## src/rtl/instr_fetch_unit_if.sv

```systemverilog
// Purpose : bundles the fetch unit's controller-side and instruction-memory-side
//           signals so they travel as one port.
// Ports   : master = fetch unit (drives imem request, instruction, pc, status);
//           slave  = environment (controller + instruction memory).
interface instr_fetch_unit_if #(
    parameter int ADDR_W = 16
);
    // controller side
    logic              fetch_req;
    logic [3:0]        stat;
    logic [31:0]       instr;
    logic [3:0]        opcode;
    logic [3:0]        mm;
    logic              instr_valid;
    logic [ADDR_W-1:0] pc;
    logic              busy;
    logic              halted;

    // instruction memory side
    logic              imem_rd;
    logic [ADDR_W-1:0] imem_addr;
    logic              imem_ack;
    logic [31:0]       imem_data;

    modport master (
        input  fetch_req, stat, imem_ack, imem_data,
        output imem_rd, imem_addr, instr, opcode, mm, instr_valid, pc, busy, halted
    );

    modport slave (
        output fetch_req, stat, imem_ack, imem_data,
        input  imem_rd, imem_addr, instr, opcode, mm, instr_valid, pc, busy, halted
    );
endinterface

```

## src/rtl/instr_fetch_unit.sv

```systemverilog
// Purpose : holds the PC, fetches one instruction word per fetch_req over a
//           request/ack handshake, latches it and resolves the next PC
//           (sequential, bra, brr, bne, hlt).
// Ports   : clk, rst (async, active-high); bus = instr_fetch_unit_if.master.
//           Fetch takes IDLE -> REQ (waits for imem_ack) -> RESOLVE -> IDLE/HALT;
//           minimum period 3 cycles, requests outside IDLE are dropped.
module instr_fetch_unit #(
    parameter int                ADDR_W   = 16,
    parameter logic [ADDR_W-1:0] RESET_PC = '0
) (
    input  logic                   clk,
    input  logic                   rst,
    instr_fetch_unit_if.master     bus
);

    typedef enum logic [1:0] {
        ST_IDLE    = 2'd0,
        ST_REQ     = 2'd1,
        ST_RESOLVE = 2'd2,
        ST_HALT    = 2'd3
    } state_t;

    localparam logic [3:0] OP_BRA = 4'd4;
    localparam logic [3:0] OP_BRR = 4'd5;
    localparam logic [3:0] OP_BNE = 4'd6;
    localparam logic [3:0] OP_HLT = 4'd15;

    state_t            state;
    logic [ADDR_W-1:0] pc;
    logic [31:0]       instr;
    logic              imem_rd;
    logic              instr_valid;
    logic              busy;
    logic              halted;

    logic [3:0]        opcode;
    logic [3:0]        mm;
    logic [ADDR_W-1:0] offset;
    logic [ADDR_W-1:0] next_pc;

    assign opcode = instr[31:28];
    assign mm     = instr[27:24];

    // Sign-extend the 16-bit branch offset to ADDR_W; for narrow PCs the
    // upper offset bits simply fall away, which keeps the math modulo 2^ADDR_W.
    function automatic logic [ADDR_W-1:0] sext_offset(input logic [15:0] v);
        logic [ADDR_W-1:0] r;
        r = '0;
        for (int i = 0; i < ADDR_W; i++) begin
            r[i] = (i < 16) ? v[i[3:0]] : v[15];
        end
        return r;
    endfunction

    assign offset = sext_offset(instr[15:0]);

    // Next PC is evaluated only in RESOLVE, where instr already holds the new
    // word and stat is sampled for bne.
    always_comb begin
        next_pc = pc + ADDR_W'(1);
        case (opcode)
            OP_BRA: next_pc = instr[ADDR_W-1:0];
            OP_BRR: next_pc = pc + offset;
            OP_BNE: begin
                if ((bus.stat & mm) == 4'b0000) begin
                    next_pc = pc + offset;
                end
            end
            default: ;
        endcase
    end

    // Single FSM; every output is a register updated alongside the state so
    // nothing downstream sees decode glitches.
    always_ff @(posedge clk or posedge rst) begin
        if (rst) begin
            state       <= ST_IDLE;
            pc          <= RESET_PC;
            instr       <= '0;
            imem_rd     <= 1'b0;
            instr_valid <= 1'b0;
            busy        <= 1'b0;
            halted      <= 1'b0;
        end else begin
            case (state)
                ST_IDLE: begin
                    if (bus.fetch_req) begin
                        state   <= ST_REQ;
                        imem_rd <= 1'b1;
                        busy    <= 1'b1;
                    end
                end
                ST_REQ: begin
                    // imem_rd and imem_addr (= pc) stay put until the ack lands.
                    if (bus.imem_ack) begin
                        state       <= ST_RESOLVE;
                        instr       <= bus.imem_data;
                        imem_rd     <= 1'b0;
                        instr_valid <= 1'b1;
                    end
                end
                ST_RESOLVE: begin
                    instr_valid <= 1'b0;
                    busy        <= 1'b0;
                    if (opcode == OP_HLT) begin
                        state  <= ST_HALT;
                        halted <= 1'b1;
                    end else begin
                        state <= ST_IDLE;
                        pc    <= next_pc;
                    end
                end
                ST_HALT: begin
                    // Sticky until reset; fetch_req and imem_ack are ignored.
                    halted <= 1'b1;
                end
                default: begin
                    state <= ST_IDLE;
                end
            endcase
        end
    end

    assign bus.imem_rd     = imem_rd;
    assign bus.imem_addr   = pc;
    assign bus.instr       = instr;
    assign bus.opcode      = opcode;
    assign bus.mm          = mm;
    assign bus.instr_valid = instr_valid;
    assign bus.pc          = pc;
    assign bus.busy        = busy;
    assign bus.halted      = halted;

endmodule

```

## src/flat_wrapper.sv

```systemverilog
// flat-port wrapper written by rule: the top's interface ports become plain ports
module instr_fetch_unit_flat 
#(
    parameter int                ADDR_W   = 16,
    parameter logic [ADDR_W-1:0] RESET_PC = '0
)
  (clk, rst, bus_fetch_req, bus_stat, bus_imem_ack, bus_imem_data, bus_imem_rd, bus_imem_addr, bus_instr, bus_opcode, bus_mm, bus_instr_valid, bus_pc, bus_busy, bus_halted);
  instr_fetch_unit_if #(.ADDR_W(ADDR_W)) bus_i ();
  input  logic clk;
  input  logic rst;
  input wire logic [$bits(bus_i.fetch_req)-1:0] bus_fetch_req;
  input wire logic [$bits(bus_i.stat)-1:0] bus_stat;
  input wire logic [$bits(bus_i.imem_ack)-1:0] bus_imem_ack;
  input wire logic [$bits(bus_i.imem_data)-1:0] bus_imem_data;
  output wire logic [$bits(bus_i.imem_rd)-1:0] bus_imem_rd;
  output wire logic [$bits(bus_i.imem_addr)-1:0] bus_imem_addr;
  output wire logic [$bits(bus_i.instr)-1:0] bus_instr;
  output wire logic [$bits(bus_i.opcode)-1:0] bus_opcode;
  output wire logic [$bits(bus_i.mm)-1:0] bus_mm;
  output wire logic [$bits(bus_i.instr_valid)-1:0] bus_instr_valid;
  output wire logic [$bits(bus_i.pc)-1:0] bus_pc;
  output wire logic [$bits(bus_i.busy)-1:0] bus_busy;
  output wire logic [$bits(bus_i.halted)-1:0] bus_halted;
  assign bus_i.fetch_req = bus_fetch_req;
  assign bus_i.stat = bus_stat;
  assign bus_i.imem_ack = bus_imem_ack;
  assign bus_i.imem_data = bus_imem_data;
  assign bus_imem_rd = bus_i.imem_rd;
  assign bus_imem_addr = bus_i.imem_addr;
  assign bus_instr = bus_i.instr;
  assign bus_opcode = bus_i.opcode;
  assign bus_mm = bus_i.mm;
  assign bus_instr_valid = bus_i.instr_valid;
  assign bus_pc = bus_i.pc;
  assign bus_busy = bus_i.busy;
  assign bus_halted = bus_i.halted;
  instr_fetch_unit #(.ADDR_W(ADDR_W), .RESET_PC(RESET_PC)) u_core (.clk(clk), .rst(rst), .bus(bus_i));
endmodule
```

## config.mk

```make
export PLATFORM = sky130hd
export DESIGN_NAME = instr_fetch_unit_flat
export DESIGN_NICKNAME = d
export VERILOG_FILES = /design/src/rtl/instr_fetch_unit_if.sv /design/src/rtl/instr_fetch_unit.sv /design/src/flat_wrapper.sv
export SDC_FILE = /design/constraint.sdc
export NUM_CORES = 1
export LEC_CHECK = 0
export CAP_MARGIN = 25
export CORE_UTILIZATION = 35
export CTS_BUF_LIST = sky130_fd_sc_hd__clkbuf_2
export DETAILED_ROUTE_END_ITERATION = 10
export GPL_TIMING_DRIVEN = 0
export HOLD_SLACK_MARGIN = 0.12
export MAX_ROUTING_LAYER = met4
export PLACE_DENSITY = 0.7
export SLEW_MARGIN = 20
export SYNTH_ARGS = -nofsm -noshare
export SYNTH_HDL_FRONTEND = slang
export SYNTH_SLANG_ARGS = --single-unit
```

## constraint.sdc

```tcl
create_clock -name clk -period 2.4 [get_ports clk]
set_input_delay 0.72 -clock clk [delete_from_list [all_inputs] [get_ports clk]]
set_output_delay 0.72 -clock clk [all_outputs]
set_load 0.02 [all_outputs]
```

Yosys cells after proc, flatten, opt, wreduce, memory -nomap -nowiden
Cells that the tools add are included.
W data, S select, Z words.
Storage, ports and cells
  word-level logic and storage cells: 49
  output and inout port bits: 76
  register bits after elaboration: 54
Cells by class
  equal/unequal tests: 10
  muxes and demuxes: 14
  reductions and logical operators: 14
  bitwise operators: 2
  add/subtract/negate cells: 2
Operator list (number)
  $pmux W16 S3: 1
  $add A16 B1 Y16 const B: 1
  $add A16 B16 Y16: 1
  $mux W16: 1
  $eq A4 B3 Y1 const B: 3
  $reduce_and A2 Y1: 5
  $pmux W1 S2: 4
  $reduce_bool A2 Y1: 4
  $mux W2: 3
  $pmux W2 S3: 1
  $reduce_and A3 Y1: 2
  $and A4 B4 Y4: 1
  $eq A2 B2 Y1 const B: 2
  $eq A4 B4 Y1 const B: 1
  $logic_not A4 Y1: 1
  $mux W1: 4
  $ne A2 B2 Y1 const B: 2
  $reduce_bool A3 Y1: 1
  $eq A2 B1 Y1 const B: 1
  $logic_not A2 Y1: 1
  $ne A2 B1 Y1 const B: 1
  $not A1 Y1: 1

Depth between registers and ports, before layout
  depth after elaboration: 4
  depth in mapped cells: 9

Least setup slack after synthesis
OpenSTA, ideal clock, no wires.
  path kind: flip-flop to flip-flop
  from: register u_core.pc[12] (netlist: u_core.bus.imem_addr[12])
  to: register u_core.pc[15] (netlist: u_core.bus.imem_addr[15])
  required time: 2.263 ns
  clock period less this slack: 2.446 ns
  cell stages (with the launch flop): 9
  buffers on the path: 0
  arrival time: 2.309 ns
  slack: -0.046 ns
  library setup time: 0.137 ns
  path through: dfrtp_1 ha_1 a21o_1 a21o_1 a21oi_1 mux2_2 nor4b_4 mux2i_1 o211ai_1
Between the ends
  longest elaborated chain between the ends: 3
  elaborated cells on any way between the ends: 4
RTL lines
  from (decl): line instr_fetch_unit.sv:29  | logic [ADDR_W-1:0] pc;
  from (signal assigned): line instr_fetch_unit.sv:110  | pc <= next_pc;
  $add A16 B1 Y16 or $add A16 B16 Y16 (tied branches): line instr_fetch_unit.sv:60, instr_fetch_unit.sv:63, instr_fetch_unit.sv:66
  $mux W16: line instr_fetch_unit.sv:65  | if ((bus.stat & mm) == 4'b0000) begin
  $pmux W16 S3 (*): line instr_fetch_unit.sv:61  | case (opcode)
Mark *: on every way between the ends. The rest lies on a longest branch, timed or not.
A chain may end at the register's enable or synchronous reset.

Worst setup path in the final report
  from: input port bus_stat[0]
  to: register u_core.pc[3] (netlist: u_core.bus.imem_addr[3])
Between the ends
  longest elaborated chain between the ends: 4
RTL lines
  from (decl): line flat_wrapper.sv:12  | input wire logic [$bits(bus_i.stat)-1:0] bus_stat;
  $and A4 B4 Y4: line instr_fetch_unit.sv:65
  $logic_not A4 Y1: line instr_fetch_unit.sv:65
  $mux W16: line instr_fetch_unit.sv:65
  $pmux W16 S3: line instr_fetch_unit.sv:61
No other way between the ends.

==> results.sh <==
export IMPL_run_status="finished, final reports clean"
export IMPL_period_minus_slack_ps=2370
export IMPL_max_freq_ghz=0.422
export IMPL_synthAdderAreaFrac=0.0760
export IMPL_grt_pass1_vias=3244
export IMPL_critPathKind="in -> reg"
export IMPL_crit_fanout=10
export IMPL_die_w_um=103
export IMPL_yosysWarnings=0
export IMPL_finalWirelength_um=10100
export IMPL_synth_area_mux_share=0.116
export IMPL_io_pins=116
export IMPL_cts_buffer_depth=2
export IMPL_cap_violations=0
export IMPL_route_detailed_wl_per_inst_um=15.3
export IMPL_grt_max_degree=55
export IMPL_num_rows=36
export IMPL_fp_dieH_um=103
export IMPL_coreArea_sq_um=9820
export IMPL_dp_hpwl_um=7000
export IMPL_ys_async_sr_fraction=1.00
export IMPL_grt_pass1_wl_um=15500
export IMPL_hold_buffers=0
export IMPL_timing_final_crit_share=0.988
export IMPL_path_clk_slew_ps=310
export IMPL_antenna_found_initial=0
export IMPL_ys_ff_latch=54
export IMPL_ys_types=50
export IMPL_antenna_cells=0
export IMPL_ir_drop_uv=706
export IMPL_layout_drive_gt1_share=0.309
export IMPL_synthSimpleGateAreaFrac=0.132
export IMPL_finalSetupTns_ps=0
export IMPL_drtIter0Drc=165
export IMPL_dpl_cell_area_sq_um=4890
export IMPL_finClkSkew_ps=25.0
export IMPL_initial_core_util=0.362
export IMPL_grt_ovfl_total=0
export IMPL_powerDensity_nw_per_um2=1560
export IMPL_ff2ff_path_depth=8
export IMPL_cts_buffers=5
export IMPL_synth_edff_count=0
export IMPL_cts_htree_levels=2
export IMPL_finish_instance_area_sq_um=5460
export IMPL_insertion_delay_ps=460
export IMPL_max_slew_margin=0.509
export IMPL_syn_nets=428
export IMPL_setup_worst_path_start_class="primary input"
export IMPL_min_path_cells=2
export IMPL_gp_congestion=0.931
export IMPL_synth_compound_area_frac=0.181
export IMPL_syn_cell_area_sq_um=3560
export IMPL_endpoint_kind="flip-flop"
export IMPL_drc=0
export IMPL_synth_xor_area_share=0.0369
export IMPL_cts_root_buffer="clkbuf_2"
export IMPL_die_area_sq_um=10600
export IMPL_p_leak_uw=0.00248
export IMPL_cts_tree="yes"
export IMPL_layout_nets=588
export IMPL_finalHoldViolations=0
export IMPL_viasPerCell=5.21
export IMPL_clock_sinks=54
export IMPL_synth_top_family_by_area="compound AO/OA/AOI/OAI gates"
export IMPL_setup_violations=0
export IMPL_worstMarginPinSlew_ps=736
export IMPL_yosysSeqAreaShare=0.380
export IMPL_vias=3443
export IMPL_area_growth_pct=53.4
export IMPL_syn_inst=367
export IMPL_numPortBuffers=115
export IMPL_cp_required_ps=2760
export IMPL_worstPathArrival_ps=2730
export IMPL_hp_class="reg -> reg"
export IMPL_maxSlewViolCount=0
export IMPL_rsz0062_at_grt="true"
export IMPL_fin_util=0.556
export IMPL_firstDrtPassIters=5
export IMPL_ant_nets=0
export IMPL_n_fill_cell=923
export IMPL_synthFlopType="dfrtp_1"
export IMPL_avgSynthCellArea_sq_um=9.69
export IMPL_grt_usage=0.195
[area by class of cell]
type | count | area [sq um] | share of cell area
Sequential cell | 54 | 1380 | 0.253
Timing Repair Buffer | 153 | 1490 | 0.273
Clock buffer | 5 | 25.0 | 0.00459
Tap cell | 133 | 166 | 0.0305
Buffer | 32 | 213 | 0.0390
Multi-Input combinational cell | 264 | 2090 | 0.383
Inverter | 17 | 66.3 | 0.0122
Clock inverter | 3 | 26.3 | 0.00482
[metal layers]
| metal | track usage | vias to the layer above | part of all wire |
|---|---|---|---|
| li1 | - | 1637 | - |
| met1 | 0.245 | 1676 | 0.42 |
| met2 | 0.333 | 115 | 0.51 |
| met3 | 0.0278 | 15 | 0.058 |
| met4 | 0.0455 | 0 | 0.012 |
| met5 | - | - | 0 |
[synth_stat cells, drive strengths merged (5+ instances only)]
library cell	number	area, sq um
nor3	11	70.1
o21ai	26	134
nand2	36	135
dfrtp	54	1350
ha	20	250
buf	29	201
a21oi	26	134
a211oi	5	42.5
mux2	33	372
inv	17	63.8
nand3	11	55.1
xor2	8	70.1
a222oi	6	60.1
nor2	19	71.3
a21o	5	38.8
xnor2	7	61.3
[kinds of logic after synthesis]
logic type / Yosys count
adders and majority gates: 21
muxes: 37
AOI/OAI and AO/OA: 95
DFF: 54
xor gates and xnor gates: 15
buffers and inverters: 49
and+or+nand+nor: 96
[placed cells by master, fill, tap and decap left out, types with 5 or more instances in the layout]
cell	synthesis	final
buf_4	24	62
mux2_2	33	32
a222oi_1	6	6
xor2_1	8	8
nor2_1	19	18
dfrtp_2	0	22
nand3_1	11	11
ha_1	20	12
o21ai_0	23	21
clkbuf_2	0	5
a21oi_2	1	5
dfrtp_1	54	32
nor3_1	8	8
xnor2_1	7	6
dlymetal6s2s_1	0	19
a21oi_1	25	20
clkdlybuf4s50_1	0	90
ha_4	0	5
inv_1	17	16
nand2_1	36	35
[critical path: stages]
cell             delay [ps]
clkdlybuf4s50_1         400
a222oi_1                350
buf_4                   180
nand2_1                 100
a21o_2                  310
buf_2                   230
a222oi_1                330
o22ai_1                 120
[sequential cells by signal (all words and copies together), names as in the netlist]
name and count:
u_core.bus.busy 1, u_core.bus.halted 1, u_core.bus.imem_addr 16, u_core.bus.imem_rd 1
u_core.bus.instr 32, u_core.bus.instr_valid 1, u_core.state 2
[where the power goes]
| part | internal, uW | switching (uW) |
|---|---|---|
| clock | 79.3 | 318 |
| combinational | 3200 | 3090 |
| sequential | 1370 | 450 |
[path summary, 6_finish.rpt]
check / from / slack, ps / endpoint
max in group asynchronous: rst / 1230 / u_core.bus.imem_addr[9]
worst max register to register: u_core.bus.instr[12] / 60 / u_core.bus.imem_addr[15]
worst min-delay path: u_core.bus.halted / 530 / u_core.bus.halted
worst min register to register: u_core.bus.halted / 530 / u_core.bus.halted
min in group asynchronous: rst / 650 / u_core.bus.halted
worst max-delay path: bus_stat[0] / 30 / u_core.bus.imem_addr[3]
[through the flow]
stage / hold slack, ps / setup WS, ps / total power, uW / std cells
4_1_cts: 529 / -65.8 / 8060 / 647
3_3_place_gp: 462 / -923 / 7120 / 615
2_1_floorplan: 572 / 38.5 / 5300 / 367
3_5_place_dp: 460 / -542 / 7230 / 615
5_1_grt: 561 / -50.9 / 9110 / 661
6_report: 526 / 28.2 / 8520 / 661
[what timing repair did]
| item | in CTS | in global routing |
|---|---|---|
| setup buffers | 24 | 14 |
| gates cloned | 0 | 0 |
| pin swaps | 8 | 8 |
| setup endpoints to repair | 35 | 38 |
| gates resized for setup | 30 | 48 |
(Power assumes the default switching activity.)
